## config.mk

```make
export PLATFORM = sky130hd
export DESIGN_NAME = bf_loader_flat
export DESIGN_NICKNAME = d
export VERILOG_FILES = /design/src/rtl/bf_loader_if.sv /design/src/rtl/bf_loader.sv /design/src/flat_wrapper.sv
export SDC_FILE = /design/constraint.sdc
export NUM_CORES = 1
export LEC_CHECK = 0
export ABC_AREA = 1
export ABC_CLOCK_PERIOD_IN_PS = 3700
export BUFFER_PORTS_ARGS = -buffer_cell sky130_fd_sc_hd__buf_2
export CAP_MARGIN = 10
export CORE_AREA = 2 2 311 313
export DETAILED_ROUTE_END_ITERATION = 16
export DIE_AREA = 0 0 313 315
export GPL_ROUTABILITY_DRIVEN = 0
export GPL_TIMING_DRIVEN = 1
export PLACE_DENSITY = 0.63
export SYNTH_ARGS = -nofsm -noshare
export SYNTH_HDL_FRONTEND = slang
export SYNTH_SLANG_ARGS = --single-unit
```

## constraint.sdc

```tcl
create_clock -name clock -period 3.7 [get_ports clock]
set_input_delay 0.185 -clock clock [delete_from_list [all_inputs] [get_ports clock]]
set_output_delay 0.185 -clock clock [all_outputs]
set_load 0.01 [all_outputs]
```

## src/rtl/bf_loader_if.sv

```systemverilog
// rtl/bf_loader_if.sv - Source byte stream, instruction-memory write port and status of bf_loader.
interface bf_loader_if #(
  parameter int ADDR_W = 13
);
  logic              start;
  logic              in_valid;
  logic              in_ready;
  logic [7:0]        in_data;
  logic              in_last;
  logic              wr_en;
  logic [ADDR_W-1:0] wr_addr;
  logic [15:0]       wr_data;
  logic              done;
  logic              error;
  logic [1:0]        err_code;
  logic [ADDR_W-1:0] prog_len;

  modport master (
    output start, in_valid, in_data, in_last,
    input  in_ready, wr_en, wr_addr, wr_data, done, error, err_code, prog_len
  );

  modport slave (
    input  start, in_valid, in_data, in_last,
    output in_ready, wr_en, wr_addr, wr_data, done, error, err_code, prog_len
  );
endinterface

```

## src/rtl/bf_loader.sv

```systemverilog
// rtl/bf_loader.sv - Compiles Brainfuck source bytes into 16-bit instructions with bracket resolution.
// Defining BF_LOADER_RLE_EN enables run-length merging of + - > <.
module bf_loader #(
  parameter int ADDR_W      = 13,
  parameter int STACK_DEPTH = 64
) (
  input  logic       clock,
  input  logic       reset_n,
  bf_loader_if.slave bus
);
  localparam int SP_W  = $clog2(STACK_DEPTH + 1);
  localparam int IDX_W = (STACK_DEPTH > 1) ? $clog2(STACK_DEPTH) : 1;
  localparam logic [ADDR_W-1:0] ADDR_LAST = {ADDR_W{1'b1}};
  localparam logic [2:0] OP_OUT   = 3'd4;
  localparam logic [2:0] OP_IN    = 3'd5;
  localparam logic [2:0] OP_OPEN  = 3'd6;
  localparam logic [2:0] OP_CLOSE = 3'd7;

  typedef enum logic [2:0] {S_LOAD, S_PATCH, S_FLUSH, S_TERM, S_DONE, S_ERROR} state_t;

  state_t            state_q, state_d;
  logic              pend_valid_q, pend_valid_d;
  logic [2:0]        pend_op_q, pend_op_d;
  logic [12:0]       pend_arg_q, pend_arg_d;
  logic [ADDR_W-1:0] pend_addr_q, pend_addr_d;
  logic [SP_W-1:0]   sp_q, sp_d;
  logic              last_q, last_d;
  logic              in_ready_q, in_ready_d;
  logic              wr_en_q, wr_en_d;
  logic [ADDR_W-1:0] wr_addr_q, wr_addr_d;
  logic [15:0]       wr_data_q, wr_data_d;
  logic              done_q, done_d;
  logic              error_q, error_d;
  logic [1:0]        err_code_q, err_code_d;
  logic [ADDR_W-1:0] prog_len_q, prog_len_d;

  logic [ADDR_W-1:0] stack_q [STACK_DEPTH];
  logic              push_en;
  logic [SP_W-1:0]   sp_m1;
  logic [ADDR_W-1:0] stack_top;
  logic [ADDR_W-1:0] new_addr;
  logic              is_cmd;
  logic [2:0]        byte_op;
  logic              merge;
  logic              accept;
  logic              stack_empty;
  logic              stack_full;

  always_comb begin
    is_cmd  = 1'b1;
    byte_op = 3'd0;
    case (bus.in_data)
      8'h2B:   byte_op = 3'd0;
      8'h2D:   byte_op = 3'd1;
      8'h3E:   byte_op = 3'd2;
      8'h3C:   byte_op = 3'd3;
      8'h2E:   byte_op = OP_OUT;
      8'h2C:   byte_op = OP_IN;
      8'h5B:   byte_op = OP_OPEN;
      8'h5D:   byte_op = OP_CLOSE;
      default: is_cmd  = 1'b0;
    endcase
  end

  assign accept      = bus.in_valid && in_ready_q;
  assign stack_empty = (sp_q == '0);
  assign stack_full  = (sp_q == SP_W'(STACK_DEPTH));
  assign sp_m1       = sp_q - SP_W'(1);
  assign stack_top   = stack_q[sp_m1[IDX_W-1:0]];
  // Address the next new instruction (or the terminator) would occupy.
  assign new_addr    = pend_valid_q ? pend_addr_q + ADDR_W'(1) : '0;

`ifdef BF_LOADER_RLE_EN
  assign merge = pend_valid_q && !byte_op[2] && (byte_op == pend_op_q) && (pend_arg_q != 13'h1FFF);
`else
  assign merge = 1'b0;
`endif

  always_comb begin
    state_d      = state_q;
    pend_valid_d = pend_valid_q;
    pend_op_d    = pend_op_q;
    pend_arg_d   = pend_arg_q;
    pend_addr_d  = pend_addr_q;
    sp_d         = sp_q;
    last_d       = last_q;
    push_en      = 1'b0;
    wr_en_d      = 1'b0;
    wr_addr_d    = wr_addr_q;
    wr_data_d    = wr_data_q;
    done_d       = done_q;
    error_d      = error_q;
    err_code_d   = err_code_q;
    prog_len_d   = prog_len_q;

    case (state_q)
      S_LOAD: begin
        if (accept) begin
          last_d = bus.in_last;
          if (bus.in_last) state_d = S_FLUSH;
          if (is_cmd) begin
            if (merge) begin
              pend_arg_d = pend_arg_q + 13'd1;
            end else if (byte_op == OP_CLOSE && stack_empty) begin
              state_d    = S_ERROR;
              error_d    = 1'b1;
              err_code_d = 2'd1;
            end else if (new_addr == ADDR_LAST || (byte_op == OP_OPEN && stack_full)) begin
              state_d    = S_ERROR;
              error_d    = 1'b1;
              err_code_d = 2'd3;
            end else begin
              if (pend_valid_q) begin
                wr_en_d   = 1'b1;
                wr_addr_d = pend_addr_q;
                wr_data_d = {pend_op_q, pend_arg_q};
              end
              pend_valid_d = 1'b1;
              pend_op_d    = byte_op;
              pend_addr_d  = new_addr;
              case (byte_op)
                OP_OPEN: begin
                  pend_arg_d = '0;
                  push_en    = 1'b1;
                  sp_d       = sp_q + SP_W'(1);
                end
                OP_CLOSE: begin
                  pend_arg_d = 13'(stack_top);
                  sp_d       = sp_m1;
                  state_d    = S_PATCH;
                end
                OP_OUT, OP_IN: pend_arg_d = '0;
                default:       pend_arg_d = 13'd1;
              endcase
            end
          end
        end
      end
      S_PATCH: begin
        // Pending holds the ']' at B with arg A: back-fill the '[' at A with B.
        wr_en_d   = 1'b1;
        wr_addr_d = ADDR_W'(pend_arg_q);
        wr_data_d = {OP_OPEN, 13'(pend_addr_q)};
        state_d   = last_q ? S_FLUSH : S_LOAD;
      end
      S_FLUSH: begin
        if (!stack_empty) begin
          state_d    = S_ERROR;
          error_d    = 1'b1;
          err_code_d = 2'd2;
        end else begin
          if (pend_valid_q) begin
            wr_en_d   = 1'b1;
            wr_addr_d = pend_addr_q;
            wr_data_d = {pend_op_q, pend_arg_q};
          end
          state_d = S_TERM;
        end
      end
      S_TERM: begin
        wr_en_d    = 1'b1;
        wr_addr_d  = new_addr;
        wr_data_d  = '0;
        prog_len_d = new_addr;
        state_d    = S_DONE;
      end
      S_DONE:  done_d  = 1'b1;
      S_ERROR: ;
      default: state_d = S_LOAD;
    endcase

    if ((state_q == S_DONE || state_q == S_ERROR) && bus.start) begin
      state_d      = S_LOAD;
      pend_valid_d = 1'b0;
      pend_op_d    = '0;
      pend_arg_d   = '0;
      pend_addr_d  = '0;
      sp_d         = '0;
      last_d       = 1'b0;
      done_d       = 1'b0;
      error_d      = 1'b0;
      err_code_d   = '0;
      prog_len_d   = '0;
    end

    in_ready_d = (state_d == S_LOAD);
  end

  always_ff @(posedge clock) begin
    if (push_en) stack_q[sp_q[IDX_W-1:0]] <= new_addr;
  end

  always_ff @(posedge clock or negedge reset_n) begin
    if (!reset_n) begin
      state_q      <= S_LOAD;
      pend_valid_q <= 1'b0;
      pend_op_q    <= '0;
      pend_arg_q   <= '0;
      pend_addr_q  <= '0;
      sp_q         <= '0;
      last_q       <= 1'b0;
      in_ready_q   <= 1'b0;
      wr_en_q      <= 1'b0;
      wr_addr_q    <= '0;
      wr_data_q    <= '0;
      done_q       <= 1'b0;
      error_q      <= 1'b0;
      err_code_q   <= '0;
      prog_len_q   <= '0;
    end else begin
      state_q      <= state_d;
      pend_valid_q <= pend_valid_d;
      pend_op_q    <= pend_op_d;
      pend_arg_q   <= pend_arg_d;
      pend_addr_q  <= pend_addr_d;
      sp_q         <= sp_d;
      last_q       <= last_d;
      in_ready_q   <= in_ready_d;
      wr_en_q      <= wr_en_d;
      wr_addr_q    <= wr_addr_d;
      wr_data_q    <= wr_data_d;
      done_q       <= done_d;
      error_q      <= error_d;
      err_code_q   <= err_code_d;
      prog_len_q   <= prog_len_d;
    end
  end

  assign bus.in_ready = in_ready_q;
  assign bus.wr_en    = wr_en_q;
  assign bus.wr_addr  = wr_addr_q;
  assign bus.wr_data  = wr_data_q;
  assign bus.done     = done_q;
  assign bus.error    = error_q;
  assign bus.err_code = err_code_q;
  assign bus.prog_len = prog_len_q;
endmodule

```

## src/flat_wrapper.sv

```systemverilog
// flat-port wrapper written by rule: the top's interface ports become plain ports
module bf_loader_flat 
#(
  parameter int ADDR_W      = 13,
  parameter int STACK_DEPTH = 64
)
  (clock, reset_n, bus_start, bus_in_valid, bus_in_data, bus_in_last, bus_in_ready, bus_wr_en, bus_wr_addr, bus_wr_data, bus_done, bus_error, bus_err_code, bus_prog_len);
  bf_loader_if #(.ADDR_W(ADDR_W)) bus_i ();
  input  logic clock;
  input  logic reset_n;
  input wire logic [$bits(bus_i.start)-1:0] bus_start;
  input wire logic [$bits(bus_i.in_valid)-1:0] bus_in_valid;
  input wire logic [$bits(bus_i.in_data)-1:0] bus_in_data;
  input wire logic [$bits(bus_i.in_last)-1:0] bus_in_last;
  output wire logic [$bits(bus_i.in_ready)-1:0] bus_in_ready;
  output wire logic [$bits(bus_i.wr_en)-1:0] bus_wr_en;
  output wire logic [$bits(bus_i.wr_addr)-1:0] bus_wr_addr;
  output wire logic [$bits(bus_i.wr_data)-1:0] bus_wr_data;
  output wire logic [$bits(bus_i.done)-1:0] bus_done;
  output wire logic [$bits(bus_i.error)-1:0] bus_error;
  output wire logic [$bits(bus_i.err_code)-1:0] bus_err_code;
  output wire logic [$bits(bus_i.prog_len)-1:0] bus_prog_len;
  assign bus_i.start = bus_start;
  assign bus_i.in_valid = bus_in_valid;
  assign bus_i.in_data = bus_in_data;
  assign bus_i.in_last = bus_in_last;
  assign bus_in_ready = bus_i.in_ready;
  assign bus_wr_en = bus_i.wr_en;
  assign bus_wr_addr = bus_i.wr_addr;
  assign bus_wr_data = bus_i.wr_data;
  assign bus_done = bus_i.done;
  assign bus_error = bus_i.error;
  assign bus_err_code = bus_i.err_code;
  assign bus_prog_len = bus_i.prog_len;
  bf_loader #(.ADDR_W(ADDR_W), .STACK_DEPTH(STACK_DEPTH)) u_core (.clock(clock), .reset_n(reset_n), .bus(bus_i));
endmodule
```

# Yosys cells after proc, flatten, opt, wreduce, memory -nomap -nowiden
# Memories as Yosys holds them, arrays and structs flattened.
# Cells that the tools add are included.
[totals]
mem_bits_rw = 832
reg_bits = 89
out_inout_bits = 48
n_memories = 1
[op_classes]
n_eq_ne = 30
n_reduce_logical = 26
addsub = 3
n_mux = 95
[memory_table]
columns = ["name", "depth", "width", "read_ports", "rd_clocked_by_memory_dff", "wr", "line_no", "rtl"]
rows = [
  ["u_core.stack_q", 64, 13, 1, 0, 1, "bf_loader.sv:37", "logic [ADDR_W-1:0] stack_q [STACK_DEPTH];"],
]
[ops]
columns = ["operator", "count"]
rows = [
  ["$mux 13", 21],
  ["$mux 16", 6],
  ["$pmux 16 s4", 1],
  ["$pmux 13 s4", 1],
  ["$eq 8x6->1 const B", 6],
  ["$mux 3", 14],
  ["$mux 7", 6],
  ["$mux 1", 32],
  ["$pmux 13 s2", 1],
  ["$pmux 3 s7", 1],
  ["$eq 3x3->1 const B", 6],
  ["$eq 8x7->1 const B", 2],
  ["$pmux 3 s5", 1],
  ["$mux 2", 7],
  ["$pmux 7 s2", 1],
  ["$add 13x1->13 const B", 1],
  ["$eq 13x13->1 const B", 1],
  ["$reduce_and 6->1", 2],
  ["$reduce_and 5->1", 2],
  ["$reduce_bool 2->1", 5],
  ["$ne 2x2->1 const B", 4],
  ["$reduce_or 8->1", 1],
  ["$add 7x1->7 const B", 1],
  ["$eq 7x7->1 const B", 1],
  ["other kinds (19)", 30],
]

# Logic depth before layout (Yosys ltp)
[depth]
depth_word = 12
mapped_depth = 19
mapped_depth_nobuf = 19

# Least setup slack after synthesis
# No wires, ideal clock.
[synth_path]
kind = "reg2reg"
start = "reg u_core.pend_addr_q[0]"
end = "mem u_core.stack_q[28][0], enable pin"
setup_ns = 0.302
slack_ns = -0.291
stages_incl_launch_ff = 18
n_path_buf = 1
arrival_time_ns = 3.689
cell_sequence = "dfrtp_1 -> ha_1 -> nand2_1 -> nor2_4 -> nand3_1 -> nand2_1 -> nand2_1 -> nor2_1 -> nand2_1 -> nor2_1 -> nand2_1 -> nand3_2 -> inv_2 -> nand2_4 -> nor2_8 -> buf_6 -> nand4_4 -> nor2_1"
[synth_via]
elab_chain_cells = 11
[synth_rtl]
columns = ["element", "line_no", "rtl"]
rows = [
  ["start: declaration", "bf_loader.sv:25", "logic [ADDR_W-1:0] pend_addr_q, pend_addr_d;"],
  ["start signal: assignment", "bf_loader.sv:215", "pend_addr_q <= pend_addr_d;"],
  ["$add 13x1->13", "bf_loader.sv:71", "assign new_addr = pend_valid_q ? pend_addr_q + ADDR_W'(1) : '0;"],
  ["$mux 13", "bf_loader.sv:71", ""],
  ["named net u_core.new_addr[10]", "bf_loader.sv:41", "logic [ADDR_W-1:0] new_addr;"],
  ["$eq 13x13->1", "bf_loader.sv:108", "end else if (new_addr == ADDR_LAST || (byte_op == OP_OPEN && stack_full)) begin"],
  ["$logic_or 1x1->1", "bf_loader.sv:108", ""],
  ["$mux 1", "bf_loader.sv:108", ""],
  ["$mux 1", "bf_loader.sv:104", "end else if (byte_op == OP_CLOSE && stack_empty) begin"],
  ["$mux 1", "bf_loader.sv:101", "if (is_cmd) begin"],
  ["$mux 1", "bf_loader.sv:98", "if (accept) begin"],
  ["$mux 1", "bf_loader.sv:96", "case (state_q)"],
  ["$mux 1", "bf_loader.sv:190", "if (push_en) stack_q[sp_q[IDX_W-1:0]] <= new_addr;"],
  ["$mux 1 (implied by the code)", "bf_loader.sv:190", ""],
  ["end: declaration", "bf_loader.sv:37", ""],
]
# The timed path passes the listed nets, and every way through them passes these cells.

# Final worst setup path
[layout_path]
start = "reg u_core.pend_addr_q[1]"
end = "mem u_core.stack_q[25][9], enable pin"
# The elaborated chain is that of the path after synthesis.

==> results_tabular.tex <==
\begin{tabular}{lr}
\hline
Metric & Value \\
\hline
\multicolumn{2}{l}{\textbf{Clock network}} \\
\quad Clock tree root driver cell & clkbuf\_16 \\
\quad Number of H-tree levels & 3 \\
\quad Sink count of the clock tree & 921 \\
\quad TritonCTS clock tree & done \\
\quad Number of buffers on the longest clock path & 3 \\
\quad Clock-pin slew on the worst setup and hold paths & 0.06 ns \\
\quad CTS resizes & 0 \\
\quad Clock latency on the worst-skew pair & 0.65 ns \\
\quad TritonCTS Buffers & 95 \\
\multicolumn{2}{l}{\textbf{Worst setup path}} \\
\quad Crit path arrival time & between 3 and 4 ns \\
\quad Critical Path Slowest Stage Cell & dfrtp\_1 \\
\quad CP top delay family & simple AND/OR/NAND/NOR gates \\
\quad CP max FO & 13 \\
\quad Data required time of the worst path & 4.03 ns \\
\quad Critical path launch point type & flop \\
\quad Chain of cells forming the critical path & ha\_1, nand2\_1, nor2\_4, nand3\_1, nor2\_1, nor2\_4, nand2\_1, nor2\_1, nand2\_1, nand3\_2, inv\_2, nand2\_4, nor2\_8, nand4\_2, nor2\_1, buf\_4 \\
\quad Crit end category & flop \\
\quad Largest stage delay on the critical path & $\sim$0.42 ns \\
\quad Number of buffers and inverters on the critical path & 2 \\
\quad Critical path class & reg2reg \\
\multicolumn{2}{l}{\textbf{Logic synthesis}} \\
\quad Flop and latch count out of synthesis & 921 \\
\quad Synth cell types & 45 \\
\quad Seq/Total Area, Yosys & 71.8\% \\
\quad Share of synthesized registers carrying an async set or reset & 9.66\% \\
\quad Number of instances in the synthesized netlist & around 3300 \\
\quad Post-synthesis area per instance & 11.6 um\^{}2 \\
\quad Dominant synthesized flop cell & edfxtp\_1 \\
\quad Number of flops mapped to enable cells by yosys & 832 \\
\quad Number of nets produced by synthesis & 3296 \\
\quad Cell area after synthesis & between 30000 and 40000 um\^{}2 \\
\quad Warning count from the yosys run & 0 \\
\multicolumn{2}{l}{\textbf{Final layout}} \\
\quad Final cell utilization of the core & 45.4\% \\
\quad Nets & approximately 3400 \\
\quad Antenna Diode Count & 0 \\
\quad Finished layout cell area & 43500 um\^{}2 \\
\quad Share of cells above drive strength 1 & 11.3\% \\
\quad Finished Layout Cells & between 4000 and 5000 \\
\quad Layout overhead on the synthesized area & 14.7\% \\
\multicolumn{2}{l}{\textbf{Route}} \\
\quad Routed length on met2 & 48500 um \\
\quad Top routing layer in use & met4 \\
\quad Drc violations & 0 \\
\quad Average wire per standard cell & 22.3 um \\
\quad Met3 layer wire length in the routed design & roughly 9300 um \\
\quad Post-detailed-routing wire length & 105000 um \\
\quad Routed metal-1 wire length & 44000 um \\
\quad Overall via count from detail\_route & 25900 \\
\quad Detailed Routing Iterations Pass 1 & 6 \\
\quad Number of routed nets with antenna violations & 0 \\
\quad Drt initial violations & 3191 \\
\quad Average vias per placed instance & 5.49 \\
\multicolumn{2}{l}{\textbf{Timing}} \\
\quad Remaining max-slew budget at the tightest pin & 24.7\% \\
\quad Final Max Slew Viols & 0 \\
\quad Post-layout min period & 3.41 ns \\
\quad Clock tree skew after final layout & roughly 0.015 ns \\
\quad Final number of setup-violating endpoints & 0 \\
\quad Maximum clock frequency & 0.293 GHz \\
\quad Sum of negative setup slack & 0 ns \\
\quad Share of the cycle needed by the critical path after routing & 92.3\% \\
\quad Hold Fails Final Rpt & 0 \\
\quad RSZ-0062 raised after global routing & false \\
\quad Worst-margin pin slew & 1.13 ns \\
\multicolumn{2}{l}{\textbf{Placed design}} \\
\quad Buffers added on ports & 60 \\
\quad Post-DP HPWL & 61800 um \\
\quad Total instance count after detailed placement & 4539 \\
\quad Total cell area at the placement stage & 40200 um\^{}2 \\
\multicolumn{2}{l}{\textbf{Pwr}} \\
\quad Switching Fraction & 34.4\% \\
\quad Power share of the clock group & 33.3\% \\
\quad Relative contribution of sequential cells to total power & between 30\% and 40\% \\
\quad Int Pwr & 19.4 mW \\
\quad Worst supply voltage drop on vdd & 0.712 mV \\
\quad Sw power & roughly 10 mW \\
\quad Combinational power share & 28.0\% \\
\quad Pwr per Cell Area & 682 nW/um\^{}2 \\
\quad Static power due to leakage & 15.9 nW \\
\multicolumn{2}{l}{\textbf{Die}} \\
\quad Placeable core region & 95700 um\^{}2 \\
\quad Die width & 313 um \\
\quad Vert. Die Dim & around 320 um \\
\quad Die Footprint & 98600 um\^{}2 \\
\quad Placement Rows & 114 \\
\quad Starting density of the core & 39.6\% \\
\quad Number of I/O pins & 61 \\
\multicolumn{2}{l}{\textbf{Global route}} \\
\quad Wire length of the first global-routing pass & 156000 um \\
\quad Via count of the first global-routing pass & approximately 24000 \\
\quad Grt ovf & 0 \\
\quad All-Layer GR Usage & a little over a fifth \\
\quad Initial antenna violation count & 0 \\
\quad Pin count of the biggest net entering global routing & 229 \\
\multicolumn{2}{l}{\textbf{Status}} \\
\quad Run status & complete, no violations \\
\multicolumn{2}{l}{\textbf{Min path}} \\
\quad Type of the worst min-delay path & in2reg \\
\multicolumn{2}{l}{\textbf{Run}} \\
\quad Number of maximum-capacitance constraint violations & 0 \\
\hline
\end{tabular}
## worst min-delay path: stages
cell     delay (ns)
buf_2          0.07
nand2_1        0.14
o21ai_0        0.20
a21oi_1        0.06
## kinds of logic after synthesis
family | count (synthesis) | synth area share [%]
simple gates | 1696 | 19.6
fa+ha+maj | 3 | 0.0990
compound gates | 355 | 5.22
xor+xnor | 4 | 0.152
flops | 921 | 71.8
buf+inv | 301 | 3.20
## power groups by stage
stage               registers [mW]  logic [mW]  clock network [mW]
CTS                           11.5        8.10                9.98
finish                        11.5        8.30                9.88
detailed placement            11.7        8.06                   0
floorplan                     11.7        4.70                   0
global placement              11.7        8.05                   0
global route                  11.5        8.73                10.4
## cell usage after synthesis, drive strengths merged, types with 2 or more instances
master	count	share of area [%]
buf	62	0.83
nand3	628	8.3
nand4	22	0.57
o22ai	51	0.84
ha	3	0.099
clkbuf	142	1.4
xor2	4	0.15
a32o	6	0.16
o221ai	3	0.069
clkinv	4	0.040
inv	93	0.93
a22o	6	0.14
edfxtp	832	66
nand2	844	8.4
o31ai	2	0.040
nor3	4	0.053
a21oi	85	1.1
nor2	194	2.1
o21ai	175	2.3
dfrtp	89	5.9
a22oi	13	0.26
o211ai	12	0.24
## per-layer routing
| metal | up-vias | GRT usage [%] |
|---|---|---|
| met5 | - | 0 |
| met2 | 1232 | 32.8 |
| met3 | 207 | 4.18 |
| met4 | 0 | 6.86 |
| met1 | 12600 | 29.1 |
| li1 | 11800 | - |
## placed cells by master (no fill, tap or decap), types with 13 or more instances in the layout
master	synthesis	routed
buf_12	0	17
buf_4	6	111
a21oi_1	84	84
o22ai_1	51	51
clkinv_2	0	18
dfrtp_1	89	88
nand4_1	15	15
o21ai_1	32	32
edfxtp_1	832	832
nor2_1	185	180
buf_2	34	59
inv_2	11	17
nand3_1	625	625
nand2_1	840	840
inv_1	81	72
clkinv_1	4	20
o21ai_0	143	143
clkbuf_1	142	14
a22oi_1	13	13
clkbuf_16	0	101
## final cells by class
type	count	area, um^2
clock buffers	120	2640
clock inverters	53	584
fillers	8630	52200
flip-flops and latches	921	27200
multi-input cells	2058	9570
repair buffers	189	1490
inverters	97	380
well taps	1276	1600
## flip-flops by register name, summed over array words and instances, names as in the netlist, 2 cells and up
signal and cells:
u_core.pend_addr_q 13, u_core.bus.wr_data 16, u_core.pend_arg_q 13, u_core.sp_q 7, u_core.bus.err_code 2, u_core.bus.prog_len 13, u_core.state_q 3, u_core.pend_op_q 3
u_core.stack_q 832, u_core.bus.wr_addr 13
## stage by stage
step	total power [mW]	hold WS, ns	worst slack (ns)
after global placement	19.7	0.355	0.371
after detailed placement	19.7	0.354	0.341
after floorplan	16.4	-0.111	0.00864
after CTS	29.5	0.0511	0.310
after global routing	30.6	0.0887	0.0157
final	29.6	0.0673	0.285
## repair_timing
| action | 4_1_cts | 5_1_grt |
|---|---|---|
| hold buffers | 2 | 0 |
| setup endpoints to repair | 0 | 0 |
| setup buffers | 0 | 0 |
| endpoints found under the hold margin | 67 | 0 |
## path summary, 6_finish.rpt
check                                            from               endpoint  slack, ns  cells after the start
min in group asynchronous                     reset_n  u_core.pend_addr_q[2]       0.20                      2
worst max register to register  u_core.pend_addr_q[1]  u_core.stack_q[25][9]       0.29                     16
worst min register to register  u_core.bus.wr_addr[6]  u_core.bus.wr_addr[6]       0.47                      2
worst max-delay path            u_core.pend_addr_q[1]  u_core.stack_q[25][9]       0.29                     16
max in group asynchronous                     reset_n      u_core.state_q[1]       2.66                      3
worst min-delay path                     bus_in_valid          u_core.last_q       0.07                      4
(Power assumes the default switching activity.)
